**src/rtl/pc_fetch_unit.sv**
```systemverilog
// Program counter and single-outstanding instruction-fetch request unit.
// Optional feature macro: PC_EPC_EN enables the EPC register and exception-return path.
module pc_fetch_unit #(
  parameter int                ADDR_W    = 32,
  parameter logic [ADDR_W-1:0] RESET_VEC = 32'h8000_fff0,
  parameter logic [ADDR_W-1:0] EXC_VEC   = 32'h8000_0180
) (
  input  logic              clk,
  input  logic              reset,
  input  logic              pc_en,
  input  logic              br_valid,
  input  logic [ADDR_W-3:0] br_target,
  input  logic              exc_valid,
  input  logic [ADDR_W-3:0] exc_pc,
  input  logic              eret_valid,
  input  logic              imem_ack,
  output logic              imem_req,
  output logic [ADDR_W-3:0] imem_addr,
  output logic [ADDR_W-3:0] pc_out,
  output logic              pc_work,
  output logic              fetch_valid,
  output logic              redirect_pending,
  output logic [ADDR_W-3:0] epc_out
);

  localparam int              PC_W     = ADDR_W - 2;
  localparam logic [PC_W-1:0] RESET_PC = RESET_VEC[ADDR_W-1:2];
  localparam logic [PC_W-1:0] EXC_PC   = EXC_VEC[ADDR_W-1:2];

  typedef enum logic [1:0] {
    BOOT  = 2'd0,
    FETCH = 2'd1,
    STALL = 2'd2
  } state_t;

  state_t            state_r;
  logic [PC_W-1:0]   pend_target_r;
  logic              pend_exc_r;
  logic              eret_s;
  logic              redir_s;
  logic              keep_pend_s;
  logic [PC_W-1:0]   redir_target_s;
  logic [PC_W-1:0]   next_pc_s;

`ifdef PC_EPC_EN
  assign eret_s = eret_valid;

  // EPC capture on every exception strobe outside reset
  always_ff @(posedge clk) begin
    if (!reset) begin
      epc_out <= {PC_W{1'b0}};
    end else if (exc_valid) begin
      epc_out <= exc_pc;
    end else begin
      epc_out <= epc_out;
    end
  end
`else
  logic unused_s;
  assign unused_s = ^{exc_pc, eret_valid};
  assign eret_s   = 1'b0;
  assign epc_out  = {PC_W{1'b0}};
`endif

  assign imem_addr = pc_out;
  assign redir_s   = exc_valid | eret_s | br_valid;
  // A buffered exception is only displaced by another exception.
  assign keep_pend_s = redirect_pending & pend_exc_r & ~exc_valid;

  // Redirect target and next-PC priority selection
  always_comb begin
    redir_target_s = br_target;
    if (exc_valid) begin
      redir_target_s = EXC_PC;
    end else if (eret_s) begin
      redir_target_s = epc_out;
    end else begin
      redir_target_s = br_target;
    end

    next_pc_s = pc_out + {{(PC_W-1){1'b0}}, 1'b1};
    if (redir_s) begin
      next_pc_s = redir_target_s;
    end else if (redirect_pending) begin
      next_pc_s = pend_target_r;
    end else begin
      next_pc_s = pc_out + {{(PC_W-1){1'b0}}, 1'b1};
    end
  end

  // Fetch FSM with PC, handshake and redirect buffer state
  always_ff @(posedge clk) begin
    if (!reset) begin
      state_r          <= BOOT;
      pc_out           <= RESET_PC;
      pc_work          <= 1'b0;
      imem_req         <= 1'b0;
      fetch_valid      <= 1'b0;
      redirect_pending <= 1'b0;
      pend_target_r    <= {PC_W{1'b0}};
      pend_exc_r       <= 1'b0;
    end else begin
      fetch_valid <= 1'b0;
      case (state_r)
        BOOT: begin
          state_r  <= pc_en ? FETCH : STALL;
          imem_req <= pc_en;
        end
        FETCH: begin
          if (imem_ack) begin
            pc_out           <= next_pc_s;
            pc_work          <= ~pc_work;
            fetch_valid      <= 1'b1;
            redirect_pending <= 1'b0;
            pend_exc_r       <= 1'b0;
            state_r          <= pc_en ? FETCH : STALL;
            imem_req         <= pc_en;
          end else if (redir_s && !keep_pend_s) begin
            pend_target_r    <= redir_target_s;
            pend_exc_r       <= exc_valid;
            redirect_pending <= 1'b1;
          end else begin
            redirect_pending <= redirect_pending;
          end
        end
        STALL: begin
          if (redir_s) begin
            pc_out <= next_pc_s;
          end else begin
            pc_out <= pc_out;
          end
          redirect_pending <= 1'b0;
          pend_exc_r       <= 1'b0;
          if (pc_en) begin
            state_r  <= FETCH;
            imem_req <= 1'b1;
          end else begin
            state_r  <= STALL;
            imem_req <= 1'b0;
          end
        end
        default: begin
          state_r  <= BOOT;
          imem_req <= 1'b0;
        end
      endcase
    end
  end

endmodule

```
**config.mk**
```make
export PLATFORM = sky130hd
export DESIGN_NAME = pc_fetch_unit
export DESIGN_NICKNAME = d
export VERILOG_FILES = /design/src/rtl/pc_fetch_unit.sv
export SDC_FILE = /design/constraint.sdc
export NUM_CORES = 1
export LEC_CHECK = 0
export ABC_AREA = 0
export CAP_MARGIN = 10
export CORE_ASPECT_RATIO = 0.7
export CORE_UTILIZATION = 30
export DETAILED_ROUTE_END_ITERATION = 8
export SLEW_MARGIN = 20
export SYNTH_ARGS = -nofsm -noshare
export SYNTH_HDL_FRONTEND = slang
export SYNTH_SLANG_ARGS = --single-unit
```
**constraint.sdc**
```tcl
create_clock -name clk -period 2 [get_ports clk]
set_input_delay 0.3 -clock clk [delete_from_list [all_inputs] [get_ports clk]]
set_output_delay 0.3 -clock clk [all_outputs]
set_load 0.1 [all_outputs]
```
==> flow_summary.rst, run 1 <==
.. list-table::
   :header-rows: 1

   * - Metric
     - Value
   * - Outcome
     - completed
   * - Worst setup EP type
     - flip-flop
   * - Number of nets at the end of the flow
     - 717
   * - Total I/O pin count
     - 161
   * - Cells after Synth
     - 555
   * - Number of antenna violations at the first check in global routing
     - 0
   * - Die Footprint
     - 0.0148 mm^2
   * - Vias in the first global route
     - 3992
   * - Clock tree sinks
     - 66
   * - Startpoint Class
     - input pin
   * - Deepest level of the CTS H-tree
     - 3
   * - Global-route wire length before repair
     - 21900 um
   * - Sequential share of the synthesized area
     - 30.9%
   * - Util after Layout
     - 40.7%
   * - Share of the clock period used by the worst path
     - 92.5%
   * - Num CTS Buffers
     - 9
   * - RSZ-0062 raised after global routing
     - no
   * - Syn_area_per_cell
     - 7.71 um^2
   * - Effective utilization at floorplan
     - 30.8%
   * - Post-synthesis cell type count
     - 63
   * - Largest net degree at the start of global routing
     - 36
   * - Internal power
     - 2.87 mW
   * - Max Clk Rate
     - 0.541 GHz
   * - Clock root cell
     - sky130_fd_sc_hd__clkbuf_16
   * - Register bit count reported by yosys
     - 66
   * - Initial DRC count
     - 380
   * - Number of iterations in the first detailed-routing pass
     - 5
   * - Power density normalized to cell area
     - 818 mW/mm^2
   * - Min setup slack post-route
     - 151 ps
   * - Placeable core region
     - 0.0139 mm^2
   * - Overall fraction of global-route tracks in use
     - 19.6%
   * - Most common flop cell mapped by yosys
     - sky130_fd_sc_hd__dfxtp_1
   * - Fin crit period
     - 1850 ps
   * - Share of synthesized registers carrying an async set or reset
     - 0%
   * - Number of flops mapped to enable cells by yosys
     - 0
   * - Height of the chip
     - 102 um
   * - Routed wire length
     - 14000 um
   * - Endpoint of the most critical register-to-register path
     - imem_addr[11]
   * - DP Wirelength
     - 10400 um
   * - Overflow left after global routing
     - 0
   * - Worst R2R Setup Slack
     - 160 ps
   * - Overall die width
     - 145 um
   * - Maximum net fanout on the critical path
     - 6
   * - R2R depth
     - 5
   * - Share of cells above drive strength 1
     - 27.2%
   * - Total power
     - 4.64 mW
   * - Clk_lat worst skew
     - 330 ps
   * - Worst setup timing slack at the placement stage
     - -266 ps
   * - Synth Cell Area
     - 0.00428 mm^2
   * - Finished layout cell area
     - 0.00567 mm^2
   * - Net Sw Frac
     - 38.1%
   * - Clock buffer depth
     - 2
   * - Commonest cells after routing, fill and taps aside
     - sky130_fd_sc_hd__buf_4, sky130_fd_sc_hd__nand2_1, sky130_fd_sc_hd__a21oi_1, sky130_fd_sc_hd__dfxtp_1, sky130_fd_sc_hd__clkdlybuf4s50_1
   * - Launch point of the worst reg-to-reg path
     - state_r[1]
   * - Clock transition at the registers of the reported paths
     - 60 ps
   * - Final weighted congestion in routability-driven placement
     - 0.820
   * - Routed vias
     - 4437
   * - Most frequent standard cell in the layout excluding fill and tap cells
     - sky130_fd_sc_hd__buf_4
   * - Data arrival time of the critical path
     - 2090 ps
   * - Number of vias per cell
     - 5.26
   * - Total negative slack for setup checks
     - 0 ps
   * - Worst-case vdd ir drop
     - 0.000449 V
   * - Final non-filler cell total
     - 844
   * - Static power due to leakage
     - 2.18 nW
   * - Hold-fix buffers at CTS
     - 0
   * - Final number of setup-violating endpoints
     - 0
   * - Hold-critical path depth
     - 2
   * - Cell Count Post-Placement
     - 828
   * - Clock network power share
     - 37.0%
   * - Yosys warnings
     - 0
   * - Slew Viols, Final
     - 0
   * - WHS
     - 448 ps
   * - DR DRC count
     - 0
   * - Layout overhead on the synthesized area
     - 32.4%
   * - Proportion of power drawn by combinational gates
     - 31.5%
   * - Number of failing hold endpoints at the final stage
     - 0
   * - Avg WL per Cell
     - 16.6 um
   * - End of the worst hold path
     - pend_target_r[10]
   * - Hold path startpoint
     - pend_target_r[10]
   * - Sequential Power Share
     - 31.5%
   * - Critical path class
     - input pin to flip-flop
   * - IO buf count
     - 99
   * - Row count
     - 36
   * - Power dissipated by switching net loads
     - 1.77 mW
   * - Clock tree from TritonCTS
     - built
   * - Number of antenna diodes
     - 0
   * - Number of nets with antenna violations after routing
     - 0
   * - Cell area after placement
     - 0.00532 mm^2
   * - Path category of the worst min-delay check
     - flip-flop to flip-flop
   * - Clock tree skew after final layout
     - 6.44 ps
   * - CP required
     - 2240 ps
   * - Number of maximum-capacitance violations
     - 0
[sequential cells by signal (all words and copies together) (netlist names)]
register	flops
imem_addr	30
fetch_valid	1
redirect_pending	1
state_r	2
pc_work	1
pend_target_r	30
pend_exc_r	1
[cells in the mapped netlist (3+ instances only)]
cell	n	area share (%)
sky130_fd_sc_hd__a211oi_1	4	0.70
sky130_fd_sc_hd__mux2i_1	7	1.6
sky130_fd_sc_hd__nand2b_1	7	1.0
sky130_fd_sc_hd__buf_4	61	11
sky130_fd_sc_hd__nand4_1	11	1.6
sky130_fd_sc_hd__or3_1	4	0.58
sky130_fd_sc_hd__and3_1	7	1.0
sky130_fd_sc_hd__a2111oi_0	3	0.61
sky130_fd_sc_hd__nor3_2	3	0.70
sky130_fd_sc_hd__buf_1	4	0.35
sky130_fd_sc_hd__o21ai_1	5	0.58
sky130_fd_sc_hd__and4_1	3	0.61
sky130_fd_sc_hd__buf_2	9	1.1
sky130_fd_sc_hd__nand3_1	14	1.6
sky130_fd_sc_hd__a31oi_1	5	0.73
sky130_fd_sc_hd__a21boi_1	10	1.8
sky130_fd_sc_hd__o211ai_1	5	0.88
sky130_fd_sc_hd__xnor2_1	4	0.82
sky130_fd_sc_hd__nand3b_1	26	4.6
sky130_fd_sc_hd__o21ai_0	15	1.8
sky130_fd_sc_hd__nor3_1	15	1.8
sky130_fd_sc_hd__inv_1	10	0.88
sky130_fd_sc_hd__nand2_1	79	6.9
sky130_fd_sc_hd__o22ai_1	5	0.73
sky130_fd_sc_hd__nor2b_1	5	0.73
sky130_fd_sc_hd__xor2_1	8	1.6
sky130_fd_sc_hd__clkbuf_1	23	2.0
sky130_fd_sc_hd__nor2_1	25	2.2
sky130_fd_sc_hd__a21oi_1	57	6.7
sky130_fd_sc_hd__o2111ai_1	5	1.0
sky130_fd_sc_hd__o31ai_1	5	0.88
sky130_fd_sc_hd__dfxtp_1	66	31
sky130_fd_sc_hd__o32a_1	4	0.94
[cells by family (layout without fill, tap and decap cells)]
logic type	count (synthesis)	count (layout)	share of synthesized area [%]
AO/OA/AOI/OAI	143	143	21.5
XOR/XNOR	12	12	2.46
adder cells (fa/ha/maj)	1	1	0.292
buffers and inverters	109	179	15.3
flip-flops	66	66	30.9
multiplexers	7	7	1.64
other	1	30	0.0876
AND/OR/NAND/NOR	216	216	27.8
[worst max path at each step]
stage / start / end / slack, ps / cells after the start
3_5_place_dp: br_valid / imem_addr[27] / -270 / 6
2_1_floorplan: imem_addr[8] / imem_addr[28] / -40 / 5
5_1_grt: state_r[1] / imem_addr[27] / 30 / 5
3_3_place_gp: br_valid / imem_addr[11] / -220 / 6
6_report: exc_valid / imem_addr[27] / 150 / 6
4_1_cts: state_r[1] / imem_addr[11] / 70 / 5
[worst max-delay path, stage by stage]
cell	delay, ps
sky130_fd_sc_hd__clkdlybuf4s50_1	580
sky130_fd_sc_hd__or2_0	270
sky130_fd_sc_hd__a31oi_4	170
sky130_fd_sc_hd__a2111oi_0	430
sky130_fd_sc_hd__a21oi_1	80
sky130_fd_sc_hd__a311oi_1	260
[routing by layer]
layer  track usage, %  vias to the layer above  share of wire [%]
met3             3.80                       12                8.4
met5                0                        -                  0
li1                 -                     2080                  -
met4             4.86                        0               0.76
met2             29.3                      213                 43
met1             28.6                     2132                 48
[area by class of cell]
cell class	instances	area [um^2]
clock buffers	15	298
clock inverters	1	30.0
fillers	1424	8250
inverters	11	41.3
multi-input cells	409	2430
flip-flops and latches	66	1360
well taps	190	238
repair buffers	152	1270
[power groups by stage]
| stage | sequential [mW] | clock, mW | combinational (mW) |
|---|---|---|---|
| after detailed placement | 1.49 | 0 | 1.45 |
| after global routing | 1.47 | 1.80 | 1.53 |
| after global placement | 1.48 | 0 | 1.44 |
| after floorplan | 1.74 | 0 | 0.897 |
| after CTS | 1.46 | 1.75 | 1.45 |
| final | 1.46 | 1.72 | 1.46 |
[repair_timing]
item,CTS,global route
buffers inserted,0,0
resized for setup,0,4
endpoints found under the setup margin,0,11
Power figures use the tool's default switching activity.
==> run 2: changes to the inputs <==
==> constraint.sdc (replaced) <==
create_clock -name clk -period 1.8 [get_ports clk]
set_input_delay 0.27 -clock clk [delete_from_list [all_inputs] [get_ports clk]]
set_output_delay 0.27 -clock clk [all_outputs]
set_load 0.1 [all_outputs]
==> run 2 against run 1 <==
  * Via count grew 0.65%
  * Sequential share of layout area decreased by 2.6 points
  * Clock skew rose by 1.8 ps
  * Total power up 15%
  * Combinational power rose by 29%
  * Wire length up 1.7%
  * Clock power up 8%
  * Final cell count rose by 2.4%
  * Critical path depth up 1
  * Die area unchanged
  * Worst hold slack about the same
  * Final area rose by 17%
  * Critical endpoint is now imem_addr[12]
  * Largest power group is now combinational cells
==> flow_summary.rst, run 2 (synthesis gave the netlist of run 1 again) <==
.. list-table::
   :header-rows: 1

   * - Metric
     - Value
   * - Critical path class
     - flip-flop to flip-flop (was input pin to flip-flop)
   * - Global-route wire length before repair
     - 22800 um (was 21900 um)
   * - Number of vias per cell
     - 5.17 (was 5.26)
   * - Fin crit period
     - 1730 ps
   * - Overall die width
     - 145 um (unchanged)
   * - IO buf count
     - 99 (unchanged)
   * - Finished layout cell area
     - 0.00663 mm^2 (was 0.00567 mm^2)
   * - Clock tree sinks
     - 66 (unchanged)
   * - Number of nets with antenna violations after routing
     - 0 (unchanged)
   * - Number of iterations in the first detailed-routing pass
     - 5 (unchanged)
   * - Overflow left after global routing
     - 0 (unchanged)
   * - Metal3 WL
     - 945 um (was 1180 um)
   * - R2R depth
     - 7 (was 5)
   * - Share of cells above drive strength 1
     - 29.8% (was 27.2%)
   * - Commonest cells after routing, fill and taps aside
     - sky130_fd_sc_hd__nand2_1, sky130_fd_sc_hd__buf_4, sky130_fd_sc_hd__buf_12, sky130_fd_sc_hd__a21oi_1, sky130_fd_sc_hd__dfxtp_1 (was sky130_fd_sc_hd__buf_4, sky130_fd_sc_hd__nand2_1, sky130_fd_sc_hd__a21oi_1, sky130_fd_sc_hd__dfxtp_1, sky130_fd_sc_hd__clkdlybuf4s50_1)
   * - Final number of setup-violating endpoints
     - 0 (unchanged)
   * - Met2 Wirelength
     - 6490 um (was 5990 um)
   * - Clk_lat worst skew
     - 330 ps (about the same)
   * - Endpoint of the most critical register-to-register path
     - imem_addr[12] (was imem_addr[11])
   * - Total I/O pin count
     - 161 (unchanged)
   * - Num CTS Buffers
     - 9 (unchanged)
   * - Data arrival time of the critical path
     - 1920 ps (was 2090 ps)
   * - Static power due to leakage
     - 2.55 nW (was 2.18 nW)
   * - Hold path startpoint
     - pend_target_r[19] (was pend_target_r[10])
   * - End of the worst hold path
     - pend_target_r[19] (was pend_target_r[10])
   * - Clock tree from TritonCTS
     - built (unchanged)
   * - Post-CTS repair timing setup buffer count
     - 0 (unchanged)
   * - Path category of the worst min-delay check
     - flip-flop to flip-flop (unchanged)
   * - Routed vias
     - 4466 (was 4437)
   * - Power density normalized to cell area
     - 806 mW/mm^2 (was 818 mW/mm^2)
   * - Clock root cell
     - sky130_fd_sc_hd__clkbuf_16 (unchanged)
   * - Height of the chip
     - 102 um (unchanged)
   * - Clock buffer depth
     - 2 (unchanged)
   * - Vias in the first global route
     - 4368 (was 3992)
   * - Overall fraction of global-route tracks in use
     - 20.1% (was 19.6%)
   * - Routed length on met1
     - 6650 um (was 6770 um)
   * - Total power
     - 5.35 mW (was 4.64 mW)
   * - Avg WL per Cell
     - 16.5 um (was 16.6 um)
   * - DR DRC count
     - 0 (unchanged)
   * - Effective utilization at floorplan
     - 30.8% (unchanged)
   * - Startpoint Class
     - flip-flop (was input pin)
   * - # fillers
     - 1301 (was 1424)
   * - Initial DRC count
     - 335 (was 380)
   * - Outcome
     - completed (unchanged)
   * - Largest net degree at the start of global routing
     - 32 (was 36)
   * - Number of antenna violations at the first check in global routing
     - 0 (unchanged)
   * - Max Clk Rate
     - 0.579 GHz
   * - Number of failing hold endpoints at the final stage
     - 0 (unchanged)
   * - Final weighted congestion in routability-driven placement
     - 0.874 (was 0.820)
   * - Die Footprint
     - 0.0148 mm^2 (unchanged)
   * - Total negative slack for setup checks
     - 0 ps (unchanged)
   * - Placeable core region
     - 0.0139 mm^2 (unchanged)
   * - Number of nets at the end of the flow
     - 737 (was 717)
   * - Row count
     - 36 (unchanged)
   * - Clock transition at the registers of the reported paths
     - 50 ps (was 60 ps)
   * - Clock tree skew after final layout
     - 8.24 ps (was 6.44 ps)
   * - Maximum net fanout on the critical path
     - 10 (was 6)
   * - Layout overhead on the synthesized area
     - 54.9% (was 32.4%)
   * - Slew Viols, Final
     - 0 (unchanged)
   * - Uppermost layer routed
     - met4 (unchanged)
   * - Deepest level of the CTS H-tree
     - 3 (unchanged)
   * - Worst setup EP type
     - flip-flop (unchanged)
   * - Launch point of the worst reg-to-reg path
     - state_r[1] (unchanged)
   * - CP required
     - 2000 ps (was 2240 ps)
   * - Share of the clock period used by the worst path
     - 95.9%
   * - Number of maximum-capacitance violations
     - 0 (unchanged)
   * - Worst-case vdd ir drop
     - 0.000560 V (was 0.000449 V)
   * - Hold-critical path depth
     - 2 (unchanged)
   * - RSZ-0062 raised after global routing
     - no (unchanged)
   * - Number of antenna diodes
     - 0 (unchanged)
   * - DP Wirelength
     - 10800 um (was 10400 um)
   * - Cell area after placement
     - 0.00629 mm^2 (was 0.00532 mm^2)
   * - Most frequent standard cell in the layout excluding fill and tap cells
     - sky130_fd_sc_hd__nand2_1 (was sky130_fd_sc_hd__buf_4)
   * - Worst R2R Setup Slack
     - 70 ps (was 160 ps)
   * - Routed wire length
     - 14300 um (was 14000 um)
   * - Hold-fix buffers at CTS
     - 0 (unchanged)
## run 2: cell count changes in the layout (fill, tap and decap cells not counted), sizes merged
cell           delta
dlygate4sd2       +2
clkbuf            +1
clkdlybuf4s50     -2
buf              +20
bufinv            -1
## run 2: what timing repair did
item / 4_1_cts / 5_1_grt
resized for setup: 5 / 4
gates cloned: 0 / 0
setup endpoints to repair: 14 / 9
## run 2: layer usage
metal,vias to the layer above,global-route usage (%)
li1,2120,-
met2,175,32.4
met3,21,4.69
met1,2150,27.2
met5,-,0
met4,0,4.94
## run 2: final cells by class
cell class | instances | area (um^2) | area share (%)
multi-input combinational | 409 | 2430 | 36.7
sequential | 66 | 1420 | 21.4
inverter | 11 | 41.3 | 0.623
timing repair buffer | 172 | 2180 | 32.8
clock buffer | 16 | 324 | 4.89
tap | 190 | 238 | 3.58
## run 2: worst max-delay path: stages, from the launching register on
cell and delay (ps):
sky130_fd_sc_hd__dfxtp_2 360, sky130_fd_sc_hd__and3b_2 250, sky130_fd_sc_hd__buf_4 140, sky130_fd_sc_hd__a31o_2 250
sky130_fd_sc_hd__buf_12 150, sky130_fd_sc_hd__and3_1 160, sky130_fd_sc_hd__a21oi_1 140, sky130_fd_sc_hd__o2111ai_1 130
## run 2: where the power goes
group / internal [mW] / switching (mW) / total [mW]
clock network: 1.22 / 0.638 / 1.85
logic: 0.613 / 1.28 / 1.89
registers: 1.51 / 0.0877 / 1.60
## run 2: how the worst max path moves through the flow
stage | depth (start not counted) | startpoint | end
final | 7 | state_r[1] | imem_addr[12]
after global routing | 7 | state_r[1] | imem_addr[12]
after global placement | 6 | exc_valid | imem_addr[11]
after detailed placement | 6 | exc_valid | imem_addr[11]
after CTS | 7 | state_r[1] | imem_addr[12]
after floorplan | 5 | imem_addr[7] | imem_addr[28]
## run 2: per-stage QoR
step | setup slack [ps] | hold WS, ps | utilization (%) | std cells
CTS | 16.0 | 450 | 47.6 | 864
detailed placement | -435 | 443 | 45.2 | 848
global route | 9.59 | 459 | 47.6 | 864
global placement | -394 | 436 | 45.2 | 848
finish | 73.5 | 449 | 47.6 | 864
floorplan | -40.6 | 348 | - | 584
==> run 3: changes to the inputs <==
--- a/config.mk
+++ b/config.mk
@@ -9,8 +9,9 @@
 export CAP_MARGIN = 10
 export CORE_ASPECT_RATIO = 0.7
 export CORE_UTILIZATION = 30
+export CTS_CLUSTER_DIAMETER = 120
 export DETAILED_ROUTE_END_ITERATION = 8
-export SLEW_MARGIN = 20
+export SLEW_MARGIN = 10
 export SYNTH_ARGS = -nofsm -noshare
 export SYNTH_HDL_FRONTEND = slang
 export SYNTH_SLANG_ARGS = --single-unit
==> results of run 3 <==
Same layout as run 2: the final DEF is identical, and so are final timing and power.
